### src/rtl/pipe_hazard_ctrl_pkg.sv
// Shared definitions for the pipeline hazard controller: opcode constants,
// FSM state encoding and the operand-usage decode helpers.
package pipe_hazard_ctrl_pkg;

    localparam logic [5:0] OP_RTYPE = 6'b000000;
    localparam logic [5:0] OP_BEQ   = 6'b000100;
    localparam logic [5:0] OP_BNE   = 6'b000101;
    localparam logic [5:0] OP_LW    = 6'b100011;
    localparam logic [5:0] OP_SW    = 6'b101011;
    localparam logic [5:0] OP_J     = 6'b000010;
    localparam logic [5:0] OP_JV    = 6'b000011;
    localparam logic [5:0] OP_IN    = 6'b100100;
    localparam logic [5:0] OP_OUT   = 6'b101100;
    localparam logic [5:0] OP_HLT   = 6'b111111;

    typedef enum logic [1:0] {
        ST_RUN   = 2'b00,
        ST_FLUSH = 2'b01,
        ST_HALT  = 2'b10,
        ST_TRAP  = 2'b11
    } state_t;

    // Jumps and HLT carry no rs source operand.
    function automatic logic op_uses_rs(input logic [5:0] op);
        case (op)
            OP_J, OP_JV, OP_HLT: return 1'b0;
            default:             return 1'b1;
        endcase
    endfunction

    // rt is a source only for R-type, branches, stores and OUT.
    function automatic logic op_uses_rt(input logic [5:0] op);
        case (op)
            OP_RTYPE, OP_BEQ, OP_BNE, OP_SW, OP_OUT: return 1'b1;
            default:                                 return 1'b0;
        endcase
    endfunction

endpackage

### src/rtl/pipe_hazard_ctrl_load_use.sv
// load_use_detect: combinational load-use hazard detector.
// Ports:
//   i_op, i_rs, i_rt : opcode and source fields of the instruction in ID
//   i_ex_memr        : instruction in EX reads memory (lw / IN)
//   i_ex_rt          : destination register of the instruction in EX
//   o_load_use       : ID instruction needs a value not yet loaded
module load_use_detect
    import pipe_hazard_ctrl_pkg::*;
(
    input  logic [5:0] i_op,
    input  logic [4:0] i_rs,
    input  logic [4:0] i_rt,
    input  logic       i_ex_memr,
    input  logic [4:0] i_ex_rt,
    output logic       o_load_use
);

    // Compare the EX load destination against the ID sources actually read; $0 never hazards.
    always_comb begin
        o_load_use = 1'b0;
        if (i_ex_memr && (i_ex_rt != 5'd0)) begin
            if ((op_uses_rs(i_op) && (i_rs == i_ex_rt)) ||
                (op_uses_rt(i_op) && (i_rt == i_ex_rt))) begin
                o_load_use = 1'b1;
            end else begin
                o_load_use = 1'b0;
            end
        end else begin
            o_load_use = 1'b0;
        end
    end

endmodule

### src/rtl/pipe_hazard_ctrl.sv
// pipe_hazard_ctrl: pipeline hazard / control FSM (RUN, FLUSH, HALT, TRAP).
// Ports:
//   clk, rst            : clock, asynchronous active-high reset
//   id_inst, id_undef   : instruction in IF/ID and its undefined-opcode flag
//   ex_memr, ex_rt      : load in EX and its destination register
//   ex_branch_taken     : branch resolved taken in EX
//   resume              : pulse releasing HALT
//   pipe_stall, pc_write_en, ifid_write_en, ifid_flush : pipeline controls
//   halted, trap        : status flags
//   stall_cycles        : saturating count of stall cycles in RUN/FLUSH
module pipe_hazard_ctrl
    import pipe_hazard_ctrl_pkg::*;
#(
    parameter int BRANCH_PENALTY = 1,
    parameter int CNT_W          = 16
) (
    input  logic             clk,
    input  logic             rst,
    input  logic [31:0]      id_inst,
    input  logic             id_undef,
    input  logic             ex_memr,
    input  logic [4:0]       ex_rt,
    input  logic             ex_branch_taken,
    input  logic             resume,
    output logic             pipe_stall,
    output logic             pc_write_en,
    output logic             ifid_write_en,
    output logic             ifid_flush,
    output logic             halted,
    output logic             trap,
    output logic [CNT_W-1:0] stall_cycles
);

    localparam logic [1:0] BUBBLE_INIT = 2'(BRANCH_PENALTY - 1);

    state_t           r_state;
    state_t           w_next_state;
    logic [1:0]       r_bubble;
    logic [1:0]       w_bubble_next;
    logic [CNT_W-1:0] r_stall_cnt;
    logic             w_load_use;
    logic             w_stall;
    logic             w_pc_we;
    logic             w_ifid_we;
    logic             w_flush;
    logic             w_count_en;
    logic [5:0]       w_op;
    logic             w_unused_bits;

    assign w_op          = id_inst[31:26];
    assign w_unused_bits = ^id_inst[15:0];

    load_use_detect u_load_use (
        .i_op       (w_op),
        .i_rs       (id_inst[25:21]),
        .i_rt       (id_inst[20:16]),
        .i_ex_memr  (ex_memr),
        .i_ex_rt    (ex_rt),
        .o_load_use (w_load_use)
    );

    // State and bubble-counter register.
    always_ff @(posedge clk or posedge rst) begin
        if (rst) begin
            r_state  <= ST_RUN;
            r_bubble <= 2'd0;
        end else begin
            r_state  <= w_next_state;
            r_bubble <= w_bubble_next;
        end
    end

    // Next-state and control decode; priority branch > load-use > undef > HLT.
    always_comb begin
        w_next_state  = r_state;
        w_bubble_next = r_bubble;
        w_stall       = 1'b0;
        w_pc_we       = 1'b1;
        w_ifid_we     = 1'b1;
        w_flush       = 1'b0;
        case (r_state)
            ST_RUN: begin
                if (ex_branch_taken) begin
                    w_stall       = 1'b1;
                    w_flush       = 1'b1;
                    w_next_state  = ST_FLUSH;
                    w_bubble_next = BUBBLE_INIT;
                end else if (w_load_use) begin
                    w_stall   = 1'b1;
                    w_pc_we   = 1'b0;
                    w_ifid_we = 1'b0;
                end else if (id_undef) begin
                    w_next_state = ST_TRAP;
                end else if (w_op == OP_HLT) begin
                    w_next_state = ST_HALT;
                end else begin
                    w_next_state = ST_RUN;
                end
            end
            ST_FLUSH: begin
                w_stall = 1'b1;
                w_flush = 1'b1;
                if (r_bubble == 2'd0) begin
                    w_next_state = ST_RUN;
                end else begin
                    w_bubble_next = r_bubble - 2'd1;
                end
            end
            ST_HALT: begin
                w_stall   = 1'b1;
                w_pc_we   = 1'b0;
                w_ifid_we = 1'b0;
                if (resume) begin
                    w_next_state = ST_RUN;
                end else begin
                    w_next_state = ST_HALT;
                end
            end
            ST_TRAP: begin
                w_stall   = 1'b1;
                w_pc_we   = 1'b0;
                w_ifid_we = 1'b0;
            end
            default: begin
                w_next_state  = ST_RUN;
                w_bubble_next = 2'd0;
            end
        endcase
    end

    // Outputs are forced to idle RUN values while reset is held, whatever the inputs.
    always_comb begin
        if (rst) begin
            pipe_stall    = 1'b0;
            pc_write_en   = 1'b1;
            ifid_write_en = 1'b1;
            ifid_flush    = 1'b0;
        end else begin
            pipe_stall    = w_stall;
            pc_write_en   = w_pc_we;
            ifid_write_en = w_ifid_we;
            ifid_flush    = w_flush;
        end
    end

    assign halted     = (r_state == ST_HALT);
    assign trap       = (r_state == ST_TRAP);
    assign w_count_en = w_stall && ((r_state == ST_RUN) || (r_state == ST_FLUSH));

    // Saturating stall-cycle counter; HALT and TRAP cycles are not counted.
    always_ff @(posedge clk or posedge rst) begin
        if (rst) begin
            r_stall_cnt <= {CNT_W{1'b0}};
        end else if (w_count_en && (r_stall_cnt != {CNT_W{1'b1}})) begin
            r_stall_cnt <= r_stall_cnt + CNT_W'(1);
        end else begin
            r_stall_cnt <= r_stall_cnt;
        end
    end

    assign stall_cycles = r_stall_cnt;

endmodule

### config.mk
export PLATFORM = sky130hd
export DESIGN_NAME = pipe_hazard_ctrl
export DESIGN_NICKNAME = d
export VERILOG_FILES = /design/src/rtl/pipe_hazard_ctrl_pkg.sv /design/src/rtl/pipe_hazard_ctrl_load_use.sv /design/src/rtl/pipe_hazard_ctrl.sv
export SDC_FILE = /design/constraint.sdc
export NUM_CORES = 1
export LEC_CHECK = 0
export BUFFER_PORTS_ARGS = -buffer_cell sky130_fd_sc_hd__buf_4
export CAP_MARGIN = 20
export CORE_ASPECT_RATIO = 0.9
export CORE_MARGIN = 10
export CORE_UTILIZATION = 35
export CTS_BUF_LIST = sky130_fd_sc_hd__clkbuf_8
export CTS_CLUSTER_DIAMETER = 60
export CTS_CLUSTER_SIZE = 28
export DETAILED_ROUTE_END_ITERATION = 8
export PLACE_DENSITY = 0.66
export SETUP_SLACK_MARGIN = 0.3
export SLEW_MARGIN = 5
export SYNTH_ARGS = -nofsm -noshare
export SYNTH_HDL_FRONTEND = slang
export SYNTH_SLANG_ARGS = --single-unit
export TNS_END_PERCENT = 100
### constraint.sdc
create_clock -name clk -period 3 [get_ports clk]
set_clock_uncertainty 0.1 [all_clocks]
set_input_delay 0.3 -clock clk [delete_from_list [all_inputs] [get_ports clk]]
set_output_delay 0.3 -clock clk [all_outputs]
set_load 0.03 [all_outputs]
# Yosys cells after proc, flatten, opt, wreduce, memory -nomap -nowiden
# Cells that the tools add are included.
# Widths: inputs -> output; s select.
# totals
reg_bits	20
latchBits	0
mem_bits_rw	0
romBits	0
inputBits	43
output_inout_bits	22
word_cells	68
memories	0
# classes
add_sub_neg	2
multipliers	0
n_div	0
order_cmp	0
n_eq_ne	17
shift	0
muxes	27
bitwise_logic	0
reduce_logical	19
# ops
op	n
$eq 6x6->1 const B	3
$add 16x1->16 const B	1
$mux 2	8
$ne 16x16->1 const B	1
$mux 1	14
$eq 6x2->1 const B	2
$eq 6x3->1 const B	2
$eq 5x5->1	2
$logic_not 6->1	1
$ne 2x2->1 const B	3
$pmux 1 s2	3
$pmux 2 s3	1
$reduce_and 3->1	2
$reduce_or 3->1	2
$logic_and 1x1->1	5
$reduce_bool 5->1	1
$reduce_or 5->1	1
$eq 2x2->1 const B	2
$logic_not 2->1	2
$pmux 2 s2	1
$ne 3x3->1 const B	1
$reduce_bool 3->1	1
$eq 2x1->1 const B	1
$logic_or 1x1->1	2
3 further kinds	3

# Logic depth before layout (Yosys ltp)
# Gate-level depths: netlist of run 1.
# logic_depth
depth_word	13
mapped_depth	8

# Cells and area by module
# A second synthesis of run 1 with hierarchy kept.
# hier_totals
hier_cells	143
hier_area_um2	1453.9
# by_module_without_submodules
module	n_inst	cells_per_inst	area_per_inst_um2	seq_area_each_um2
pipe_hazard_ctrl	1	117	1262.5	500.5
load_use_detect	1	26	191.4	0.0

# Worst setup path before layout of run 1
# No wires, ideal clock.
# synth_path
path_type	input to output
start	in ex_rt[0]
end	out pipe_stall
arrival_ps	1855
required_ps	2600
path_slack_ps	745
path_stages	6
path_buffers	1
cell_sequence	or4_1 > o21ai_2 > nor4_1 > a2111oi_4 > buf_6 > nor2_1
# synth_between
elab_chain_cells	9
word_cells_on_any_way	13
classes_between	eq/ne: 2; mux: 6; reduce/logical: 5
# synth_rtl
item	line	source
from (decl)	pipe_hazard_ctrl.sv:22	input logic [4:0] ex_rt,
$eq 5x5->1, on equally long branches	pipe_hazard_ctrl_load_use.sv:22, pipe_hazard_ctrl_load_use.sv:23	
$logic_and 1x1->1, on equally long branches	pipe_hazard_ctrl_load_use.sv:22, pipe_hazard_ctrl_load_use.sv:23	
$logic_or 1x1->1	pipe_hazard_ctrl_load_use.sv:22	if ((op_uses_rs(i_op) && (i_rs == i_ex_rt)) ||
$mux 1	pipe_hazard_ctrl_load_use.sv:22	
$mux 1 (*)	pipe_hazard_ctrl_load_use.sv:21	if (i_ex_memr && (i_ex_rt != 5'd0)) begin
$mux 1 (*)	pipe_hazard_ctrl.sv:88	end else if (w_load_use) begin
$mux 1 (*)	pipe_hazard_ctrl.sv:83	if (ex_branch_taken) begin
$pmux 1 s2 (*)	pipe_hazard_ctrl.sv:81	case (r_state)
$mux 1 (*)	pipe_hazard_ctrl.sv:133	if (rst) begin
to (decl)	pipe_hazard_ctrl.sv:25	output logic pipe_stall,
# Every way passes the cells marked *; elsewhere a longest branch is shown, timed or not.

# Worst setup path after layout of run 1
# Same ends and word-level chain as after synthesis.

==> results of run 1 <==
## stage by stage
step	setup slack, ns	cell area [um^2]	cells	total power [W]
5_1_grt	0.405	1890	249	0.00177
2_1_floorplan	0.745	1400	152	0.00109
4_1_cts	0.547	1890	249	0.00166
3_3_place_gp	0.484	1810	244	0.00137
6_report	0.554	1890	249	0.00164
3_5_place_dp	0.459	1810	244	0.00138
## worst max-delay path, delay by kind of cell
family | cells | cell delay, ns
AOI/OAI and AO/OA | 2 | 0.72
buffers and inverters | 2 | 0.32
and+or+nand+nor | 3 | 0.71
## power by group through the flow
stage	combinational (W)	clock, W	sequential (W)
after floorplan	0.000467	0	0.000622
after global placement	0.000884	0	0.000490
after detailed placement	0.000896	0	0.000489
after CTS	0.000900	0.000274	0.000487
after global routing	0.000972	0.000291	0.000508
final	0.000884	0.000271	0.000487
## worst max path at each step
stage | start | to | slack [ns]
3_5_place_dp | ex_rt[0] | stall_cycles[13]$_DFFE_PP0P_ | 0.46
6_report | ex_rt[0] | pipe_stall | 0.55
2_1_floorplan | ex_rt[0] | pipe_stall | 0.74
5_1_grt | ex_rt[0] | pipe_stall | 0.40
3_3_place_gp | ex_rt[0] | stall_cycles[13]$_DFFE_PP0P_ | 0.48
4_1_cts | ex_rt[0] | pipe_stall | 0.55
## cell families (layout without fill, tap and decap cells)
logic type               Yosys count  in the layout  synth area share, %
flip-flops                        20             20                 35.8
buffers and inverters             13             64                 4.29
AND/OR/NAND/NOR                   64             64                 24.2
adder cells (fa/ha/maj)            7              7                 6.26
XOR/XNOR                          24             24                 15.0
AO/OA/AOI/OAI                     20             20                 11.1
multiplexers                       4              4                 3.31
## flip-flops by register name, summed over array words and instances (netlist names)
signal	count
stall_cycles	16
r_bubble	2
r_state	2
## Yosys cell counts
cell,count
sky130_fd_sc_hd__a211oi_1,1
sky130_fd_sc_hd__o211ai_1,2
sky130_fd_sc_hd__a21boi_0,1
sky130_fd_sc_hd__a2111oi_4,1
sky130_fd_sc_hd__dfrtp_1,20
sky130_fd_sc_hd__and3_1,1
sky130_fd_sc_hd__nor4_1,5
sky130_fd_sc_hd__mux2i_1,2
sky130_fd_sc_hd__ha_1,7
sky130_fd_sc_hd__nand2b_1,1
sky130_fd_sc_hd__o32a_1,1
sky130_fd_sc_hd__or3_1,2
sky130_fd_sc_hd__xor2_1,18
sky130_fd_sc_hd__inv_1,9
sky130_fd_sc_hd__nor3_1,13
sky130_fd_sc_hd__nand4_1,4
sky130_fd_sc_hd__nor3_2,1
sky130_fd_sc_hd__mux2_1,1
sky130_fd_sc_hd__nor4b_1,1
sky130_fd_sc_hd__o21bai_1,1
sky130_fd_sc_hd__o31a_1,1
sky130_fd_sc_hd__or2_2,2
sky130_fd_sc_hd__nor2_1,9
sky130_fd_sc_hd__xnor2_1,6
sky130_fd_sc_hd__o22ai_1,2
sky130_fd_sc_hd__or4b_2,1
sky130_fd_sc_hd__nand3_1,8
sky130_fd_sc_hd__or4_1,1
sky130_fd_sc_hd__nand2_1,13
sky130_fd_sc_hd__buf_1,1
sky130_fd_sc_hd__o21ai_2,1
sky130_fd_sc_hd__clkbuf_1,1
sky130_fd_sc_hd__buf_6,1
sky130_fd_sc_hd__nor4b_2,1
sky130_fd_sc_hd__mux2_4,1
sky130_fd_sc_hd__o21ai_0,5
sky130_fd_sc_hd__o211a_1,1
sky130_fd_sc_hd__nor2b_1,1
sky130_fd_sc_hd__buf_4,1
sky130_fd_sc_hd__a21oi_1,3
## metal layers
layer | wire length [um] | track usage [%]
met5 | 0 | 0
met1 | 1690 | 13.1
met3 | 291 | 3.57
met2 | 1510 | 15.6
met4 | 30 | 2.43
## final cells by class
| type | instances | area [um^2] |
|---|---|---|
| repair buffers | 51 | 385 |
| flip-flops and latches | 20 | 500 |
| clock inverters | 1 | 30.0 |
| inverters | 9 | 33.8 |
| fillers | 388 | 1900 |
| multi-input cells | 119 | 838 |
| well taps | 46 | 57.6 |
| clock buffers | 3 | 41.3 |
## timing repair
item | 4_1_cts | 5_1_grt
setup buffers | 0 | 0
hold endpoints to repair | 20 | 0
hold buffers | 1 | 0
==> flow_summary.json, run 1 <==
{
  "result_of_the_run": "completed",
  "fmax_mhz": 409,
  "finalSetupViolations": 0,
  "ys_types": 40,
  "synth.top_cells.by_area": "sky130_fd_sc_hd__dfrtp_1 (36%), sky130_fd_sc_hd__xor2_1 (11%), sky130_fd_sc_hd__ha_1 (6.3%)",
  "switching_power_w": 0.000735,
  "antenna_found_initial": 0,
  "first_pass_grt_wire_length_um": 5910,
  "drive_gt1_share_pct": 30.5,
  "dieArea_mm2": 0.00693,
  "cts.sink_count": 20,
  "seq_power_share_pct": 29.6,
  "number_of_global_route_vias_before_repair": 1260,
  "detail_route.vias_per_cell": 5.10,
  "ios": 65,
  "rsz0062_at_grt": "false",
  "remaining_drc_errors": 0,
  "max-clock-path-buffers": 2,
  "most_common_cell_after_layout_fill_and_taps_aside": "sky130_fd_sc_hd__buf_4",
  "ys_warn_count": 0,
  "crit_path_top_delay_cell": "sky130_fd_sc_hd__a2111oi_4",
  "postSynthCellCount": 152,
  "timing.rr.end": "stall_cycles[7]$_DFFE_PP0P_",
  "crit_path_cell_trace": "buf_4 > or4_1 > o21ai_2 > nor4_1 > a2111oi_4 > nor2_1 > buf_4",
  "cp_max_fo": 7,
  "post_cts.resized_instances": 0,
  "hold_path_startpoint": "resume",
  "antennaDiodeCount": 0,
  "fin_hold_ws_ns": 0.256,
  "synth.yosys.seq_area_share_pct": 35.8,
  "postRouteWirelength_um": 3530,
  "timing.reg2reg.worst_path_depth": 6,
  "number_of_vias_in_the_routed_layout": 1270,
  "drt_pass1_iterations": 4,
  "detail_route.iter0.violations": 82,
  "rows": 21,
  "clock_tree.root_cell": "sky130_fd_sc_hd__clkbuf_8",
  "critical_path_class": "in2out",
  "post-route-period-util_pct": 81.5,
  "post-route-min-period_ns": 2.45,
  "timing.hold.worst.class": "in2reg",
  "core_mm2": 0.00378,
  "max_cap_violations": 0,
  "internal_power_w": 0.000907,
  "setup_tns_ns": 0,
  "die_h_um": 80.0,
  "tritoncts.num_buffers": 3,
  "critPathMostFrequentCell": "sky130_fd_sc_hd__buf_4",
  "critical_path.max_stage_delay_ns": 0.56,
  "vdd_drop_max_mv": 0.655,
  "synth.largest_area_cell": "sky130_fd_sc_hd__dfrtp_1",
  "finalHoldViolCount": 0,
  "post_synthesis_cell_area_mm2": 0.00140,
  "commonest_cells_after_routing_fill_and_taps_aside": "sky130_fd_sc_hd__buf_4 (50), sky130_fd_sc_hd__dfrtp_1 (20), sky130_fd_sc_hd__xor2_1 (18)",
  "nNetsFinal": 254,
  "grt.overflow.total": 0,
  "switching_share_pct": 44.7,
  "timing.reg2reg.setup_slack_ns": 0.84,
  "hold_end": "r_state[1]$_DFFE_PP0P_",
  "cp_data_required_time_ns": 2.60,
  "whs_path_depth": 3,
  "end_kind": "output port",
  "flow.area_growth_from_synthesis_pct": 34.9,
  "timing_worst_slew_pin_value_ns": 0.538,
  "fp.dieW_um": 86.6,
  "maxSlewViolCount": 0,
  "post-dp-hpwl_um": 2880,
  "critical_path.reg2reg.startpoint": "r_state[1]$_DFFE_PP0P_",
  "power.share.combinational_pct": 53.8,
  "timing.critical_path.arrival_ns": 2.05,
  "finalCoreUtilization_pct": 49.9,
  "h-tree-depth": 1,
  "start_util_pct": 37.0,
  "gr-usage-all-layers_pct": 10.1,
  "synth_seq_cells": 20,
  "startpoint_type": "input pin",
  "maximum_number_of_pins_on_one_net_before_global_route_repair": 22,
  "final_antenna_net_count": 0,
  "power.share.clock_pct": 16.5,
  "place.port_buffers": 48,
  "timing.slew.headroom_pct": 64.1,
  "worst_setup_hold_path_clk_slew_ns": 0.07,
  "p_per_area_mw_per_mm2": 870,
  "tritoncts": "built",
  "yosysTopAreaCellShare_pct": 35.8,
  "synth_fp_nets": 202,
  "clkLatencyLatePin_ns": 0.26,
  "power_leakage_nw": 0.864,
  "route.detailed.wl_per_inst_um": 14.2,
  "avgSynthCellArea_um2": 9.20,
  "place.gp.congestion": 0.774
}
(Power assumes the default switching activity.)
==> inputs of run 2 (changes only) <==
PLACE_DENSITY = 0.68   (was 0.66)
clock period = 2 ns   (was 3 ns; I/O delays follow)
==> run 2 against run 1 <==
Effect of this change:
- the flow now finishes with violations (negative setup slack)
- total power grew 88%
- cell area up 28%
- clock-buffer cell count is the same
- sequential power grew 44%
- flip-flop and latch count stayed put
- largest cell class unchanged
- setup slack worse by 0.60 ns
- non-clock buffer count rose by 33
- register-to-register slack lost 0.78 ns
- combinational power is 130% higher
==> flow_summary.json, run 2 (synthesized netlist as in run 1, its figures left out) <==
{
  "maximum_number_of_pins_on_one_net_before_global_route_repair": 21,
  "maxSlewViolCount": 0,
  "crit_path_cell_trace": "buf_8 > or4_4 > o21ai_4 > inv_2 > buf_6 > buf_6 > o211ai_1 > o21ai_1 > nand2_2 > buf_6",
  "antennaDiodeCount": 0,
  "switching_power_w": 0.00134,
  "number_of_filler_cells_placed_in_the_layout": 300,
  "rows": 21,
  "fin_ws_ns": -0.0436,
  "crit_path_top_delay_cell": "sky130_fd_sc_hd__or4_4",
  "timing.critical_path.arrival_ns": 1.74,
  "timing_worst_slew_pin_value_ns": 0.432,
  "critPathMostFrequentCell": "sky130_fd_sc_hd__buf_6",
  "ios": 65,
  "end_kind": "output port",
  "drt_pass1_iterations": 4,
  "worst_setup_hold_path_clk_slew_ns": 0.07,
  "critical_path_class": "in2out",
  "fmax_mhz": 489,
  "detail_route.iter0.violations": 70,
  "power.share.clock_pct": 12.7,
  "fp.dieW_um": 86.6,
  "switching_share_pct": 43.5,
  "cp_data_required_time_ns": 1.70,
  "max_cap_violations": 0,
  "start_util_pct": 37.0,
  "startpoint_type": "input pin",
  "first_pass_grt_wire_length_um": 7130,
  "grt.overflow.total": 0,
  "antenna_found_initial": 0,
  "failing_checks": "negative setup slack",
  "number_of_global_route_vias_before_repair": 1496,
  "power.share.combinational_pct": 64.6,
  "clock_tree.root_cell": "sky130_fd_sc_hd__clkbuf_8",
  "finalHoldViolCount": 0,
  "largest_register_ffs": 16,
  "number_of_vias_in_the_routed_layout": 1434,
  "setup_tns_ns": -0.169,
  "postRouteWirelength_um": 4430,
  "max-clock-path-buffers": 2,
  "most_common_cell_after_layout_fill_and_taps_aside": "sky130_fd_sc_hd__buf_4",
  "tritoncts": "built",
  "timing.reg2reg.worst_path_depth": 7,
  "seq_power_share_pct": 22.7,
  "post-route-min-period_ns": 2.04,
  "power_leakage_nw": 1.07,
  "final_antenna_net_count": 0,
  "p_per_area_mw_per_mm2": 1280,
  "dieArea_mm2": 0.00693,
  "gr-usage-all-layers_pct": 12.4,
  "flow.area_growth_from_synthesis_pct": 72.3,
  "design_power_total_w": 0.00309,
  "nNetsFinal": 287,
  "internal_power_w": 0.00175,
  "post-dp-hpwl_um": 3210,
  "finalSetupViolations": 6,
  "remaining_drc_errors": 0,
  "result_of_the_run": "complete, but fails checks",
  "route.detailed.wl_per_inst_um": 15.7,
  "commonest_cells_after_routing_fill_and_taps_aside": "sky130_fd_sc_hd__buf_4 (68), sky130_fd_sc_hd__xor2_1 (18), sky130_fd_sc_hd__dfrtp_1 (18)",
  "timing.hold.worst.class": "in2reg",
  "place.port_buffers": 48,
  "cp_max_fo": 3,
  "clkLatencyLatePin_ns": 0.25,
  "die_h_um": 80.0,
  "tritoncts.num_buffers": 3,
  "rsz0062_at_grt": "true",
  "h-tree-depth": 1,
  "core_mm2": 0.00378,
  "vdd_drop_max_mv": 0.594,
  "critical_path.max_stage_delay_ns": 0.54,
  "whs_path_depth": 3,
  "timing.slew.headroom_pct": 70.9,
  "cts.sink_count": 20,
  "place.gp.congestion": 0.756,
  "fin_hold_ws_ns": 0.157,
  "detail_route.vias_per_cell": 5.09,
  "drive_gt1_share_pct": 53.4,
  "post-route-period-util_pct": 102
}
==> run 2: cell types whose count changed in the layout (fill, tap and decap cells not counted), moves of 2 or more <==
cell | before | now
sky130_fd_sc_hd__buf_4 | 50 | 68
sky130_fd_sc_hd__buf_6 | 0 | 12
sky130_fd_sc_hd__buf_8 | 0 | 2
sky130_fd_sc_hd__dfrtp_1 | 20 | 18
sky130_fd_sc_hd__dfrtp_2 | 0 | 2
sky130_fd_sc_hd__ha_1 | 7 | 3
sky130_fd_sc_hd__ha_4 | 0 | 3
sky130_fd_sc_hd__inv_1 | 9 | 5
sky130_fd_sc_hd__inv_2 | 0 | 4
sky130_fd_sc_hd__nor2_1 | 9 | 7
sky130_fd_sc_hd__nor3_1 | 13 | 7
sky130_fd_sc_hd__nor3_4 | 0 | 5
sky130_fd_sc_hd__nor4_1 | 5 | 3
==> run 2: what timing repair did <==
item,CTS,global route
gates resized for setup,36,9
pin swaps,6,4
setup buffers,12,1
hold buffers,1,0
setup endpoints to repair,23,23
hold endpoints to repair,20,0
==> run 2: worst max-delay path, delay by kind of cell <==
kind                   cells  cell delay [ns]
buffers and inverters      5             0.51
and+or+nand+nor            2             0.63
AOI/OAI and AO/OA          3             0.39
==> run 2: path summary, 6_finish.rpt <==
check                                            startpoint  slack (ns)                      endpoint
worst min register to register  stall_cycles[7]$_DFFE_PP0P_        0.41   stall_cycles[7]$_DFFE_PP0P_
worst min-delay path                                 resume        0.16        r_state[1]$_DFFE_PP0P_
max in group asynchronous                               rst        1.06   stall_cycles[0]$_DFFE_PP0P_
worst max-delay path                               ex_rt[0]       -0.04                 ifid_write_en
worst max register to register  stall_cycles[1]$_DFFE_PP0P_        0.06  stall_cycles[13]$_DFFE_PP0P_
min in group asynchronous                               rst        0.52        r_state[1]$_DFFE_PP0P_
==> run 2: area by class of cell <==
class	instances	area, um^2	share of cell area [%]
Multi-Input combinational cell	119	1040	43.1
Sequential cell	20	503	20.9
Clock buffer	3	41.3	1.71
Clock inverter	1	30.0	1.25
Tap cell	46	57.6	2.39
Inverter	9	33.8	1.40
Timing Repair Buffer	84	706	29.3
==> run 2: power by group through the flow <==
stage | clock, W | combinational (W) | sequential (W)
floorplan | 0 | 0.000751 | 0.000951
global placement | 0 | 0.00154 | 0.000732
detailed placement | 0 | 0.00157 | 0.000731
CTS | 0.000406 | 0.00192 | 0.000698
global route | 0.000426 | 0.00214 | 0.000726
finish | 0.000392 | 0.00200 | 0.000702
==> run 2: metal layers <==
metal	wire length [um]	global-route usage [%]
met1	1890	15.5
met2	2280	21.0
met3	235	3.78
met4	32	1.78
met5	0	0
==> run 2: per-stage QoR <==
stage / utilization [%] / cell area (um^2) / cells / setup slack (ns)
final: 63.7 / 2410 / 282 / -0.0436
after global routing: 63.7 / 2410 / 282 / -0.104
after CTS: 62.2 / 2350 / 281 / -0.0301
after detailed placement: 53.7 / 2030 / 264 / -0.201
after global placement: 53.7 / 2030 / 264 / -0.186
after floorplan: - / 1470 / 152 / -0.0298
==> inputs of run 3 (changes only) <==
CTS_CLUSTER_SIZE = default   (was 28)
SKIP_CTS_REPAIR_TIMING = 1   (was default)
==> run 3 against run 2 <==
Effect of this change:
- the run still ends with negative setup slack left
- sequential share of layout area increased by 0.48 points
- register-to-register slack got worse by 0.02 ns
- via count increased by 1.7%
- flip-flop and latch count unchanged
- clock power increased by 2%
- cell area decreased by 2.0%
- sequential power increased by 4.4%
- critical path depth decreased by 2
- hold slack got worse by 0.00086 ns
- wire length increased by 1.3%
- utilization decreased by 1.3 points
- total power decreased by 1.6%
- critical endpoint is now pipe_stall
- largest cell class unchanged
==> flow_summary.json, run 3 (synthesized netlist as in run 1, its figures left out) <==
{
  "result_of_the_run": "complete, but fails checks",
  "failing_checks": "negative setup slack",
  "maxSlewViolCount": 0,
  "power_leakage_nw": 1.07,
  "post-dp-hpwl_um": 3210,
  "nNetsFinal": 287,
  "fp.dieW_um": 86.6,
  "final_antenna_net_count": 0,
  "regArea_um2": 504,
  "design_power_total_w": 0.00304,
  "timing.critical_path.arrival_ns": 1.78,
  "timing_worst_slew_pin_value_ns": 0.363,
  "multi_input_comb_area_mm2": 0.00101,
  "rows": 21,
  "largest_register_ffs": 16,
  "ios": 65,
  "flow.area_growth_from_synthesis_pct": 68.8,
  "crit_path_top_delay_cell": "sky130_fd_sc_hd__or4_4",
  "number_of_global_route_vias_before_repair": 1400,
  "cp_max_fo": 9,
  "detail_route.vias_per_cell": 5.17,
  "grt.overflow.total": 0,
  "worst_setup_hold_path_clk_slew_ns": 0.08,
  "h-tree-depth": 1,
  "fmax_mhz": 481,
  "commonest_cells_after_routing_fill_and_taps_aside": "sky130_fd_sc_hd__buf_4 (74), sky130_fd_sc_hd__xor2_1 (18), sky130_fd_sc_hd__dfrtp_1 (17)",
  "most_common_cell_after_layout_fill_and_taps_aside": "sky130_fd_sc_hd__buf_4",
  "tritoncts": "built",
  "antennaDiodeCount": 0,
  "finalSetupViolations": 3,
  "die_h_um": 80.0,
  "critical_path.max_stage_delay_ns": 0.54,
  "timing.slew.headroom_pct": 75.6,
  "detail_route.iter0.violations": 110,
  "max_cap_violations": 0,
  "end_kind": "output port",
  "maximum_number_of_pins_on_one_net_before_global_route_repair": 21,
  "finalCoreUtilization_pct": 62.4,
  "max-clock-path-buffers": 2,
  "post-route-min-period_ns": 2.08,
  "postRouteWirelength_um": 4490,
  "cts.sink_count": 20,
  "fin_ws_ns": -0.0801,
  "rsz0062_at_grt": "true",
  "tritoncts.num_buffers": 3,
  "first_pass_grt_wire_length_um": 6670,
  "place.gp.congestion": 0.756,
  "number_of_vias_in_the_routed_layout": 1458,
  "cp_data_required_time_ns": 1.70,
  "clock_tree.root_cell": "sky130_fd_sc_hd__clkbuf_8",
  "vdd_drop_max_mv": 0.621,
  "antenna_found_initial": 0,
  "drt_pass1_iterations": 4,
  "dieArea_mm2": 0.00693,
  "finalHoldViolCount": 0,
  "post-route-period-util_pct": 104,
  "number_of_filler_cells_placed_in_the_layout": 328,
  "remaining_drc_errors": 0,
  "place.port_buffers": 48,
  "timing.hold.worst.class": "in2reg",
  "p_per_area_mw_per_mm2": 1290,
  "crit_path_cell_trace": "buf_8 > or4_4 > o21ai_4 > inv_2 > a2111oi_4 > buf_12 > nor2_1 > buf_4",
  "route.detailed.wl_per_inst_um": 15.9,
  "critical_path_class": "in2out",
  "clkLatencyLatePin_ns": 0.26,
  "start_util_pct": 37.0,
  "gr-usage-all-layers_pct": 11.6,
  "startpoint_type": "input pin",
  "drive_gt1_share_pct": 52.1,
  "core_mm2": 0.00378
}
[run 3: where the power goes]
group,switching [W],internal [W]
Clock,0.000132,0.000267
Sequential,0.000171,0.000562
Combinational,0.00102,0.000889
Total,0.00133,0.00172
[run 3: per-layer routing]
layer	up-vias	track usage (%)	part of all wire, %
met4	0	1.29	0.71
met2	36	19.3	52
li1	704	-	-
met5	-	0	0
met3	6	3.57	3.9
met1	712	14.6	44
[run 3: critical path, delay by kind of cell]
family          cells  cell delay (ns)
buf+inv             4             0.50
simple gates        2             0.58
compound gates      2             0.50
[run 3: layout make-up]
type | instances | share of cell area (%)
Clock buffer | 3 | 1.75
Clock inverter | 1 | 1.27
Timing Repair Buffer | 84 | 28.8
Tap cell | 46 | 2.44
Multi-Input combinational cell | 119 | 43.0
Inverter | 9 | 1.43
Sequential cell | 20 | 21.4
[run 3: through the flow]
| stage | hold slack, ns | worst slack (ns) | setup TNS, ns | instances | instance area (um^2) |
|---|---|---|---|---|---|
| finish | 0.156 | -0.0801 | -0.100 | 282 | 2360 |
| detailed placement | 0.241 | -0.201 | -1.65 | 264 | 2030 |
| global route | 0.172 | -0.126 | -0.519 | 282 | 2360 |
| global placement | 0.234 | -0.186 | -1.43 | 264 | 2030 |
| floorplan | 0.0796 | -0.0298 | -0.188 | 152 | 1470 |
| CTS | -0.0406 | -0.113 | -0.353 | 268 | 2100 |
[run 3: path summary, 6_finish.rpt]
kind	to	from	slack (ns)	cells after the start
max in group asynchronous	stall_cycles[0]$_DFFE_PP0P_	rst	1.07	4
max reg2reg	stall_cycles[7]$_DFFE_PP0P_	r_state[1]$_DFFE_PP0P_	0.04	6
min in group asynchronous	stall_cycles[3]$_DFFE_PP0P_	rst	0.51	4
min	r_state[1]$_DFFE_PP0P_	resume	0.16	3
max	pipe_stall	ex_rt[0]	-0.08	8
min reg2reg	stall_cycles[7]$_DFFE_PP0P_	stall_cycles[7]$_DFFE_PP0P_	0.41	1
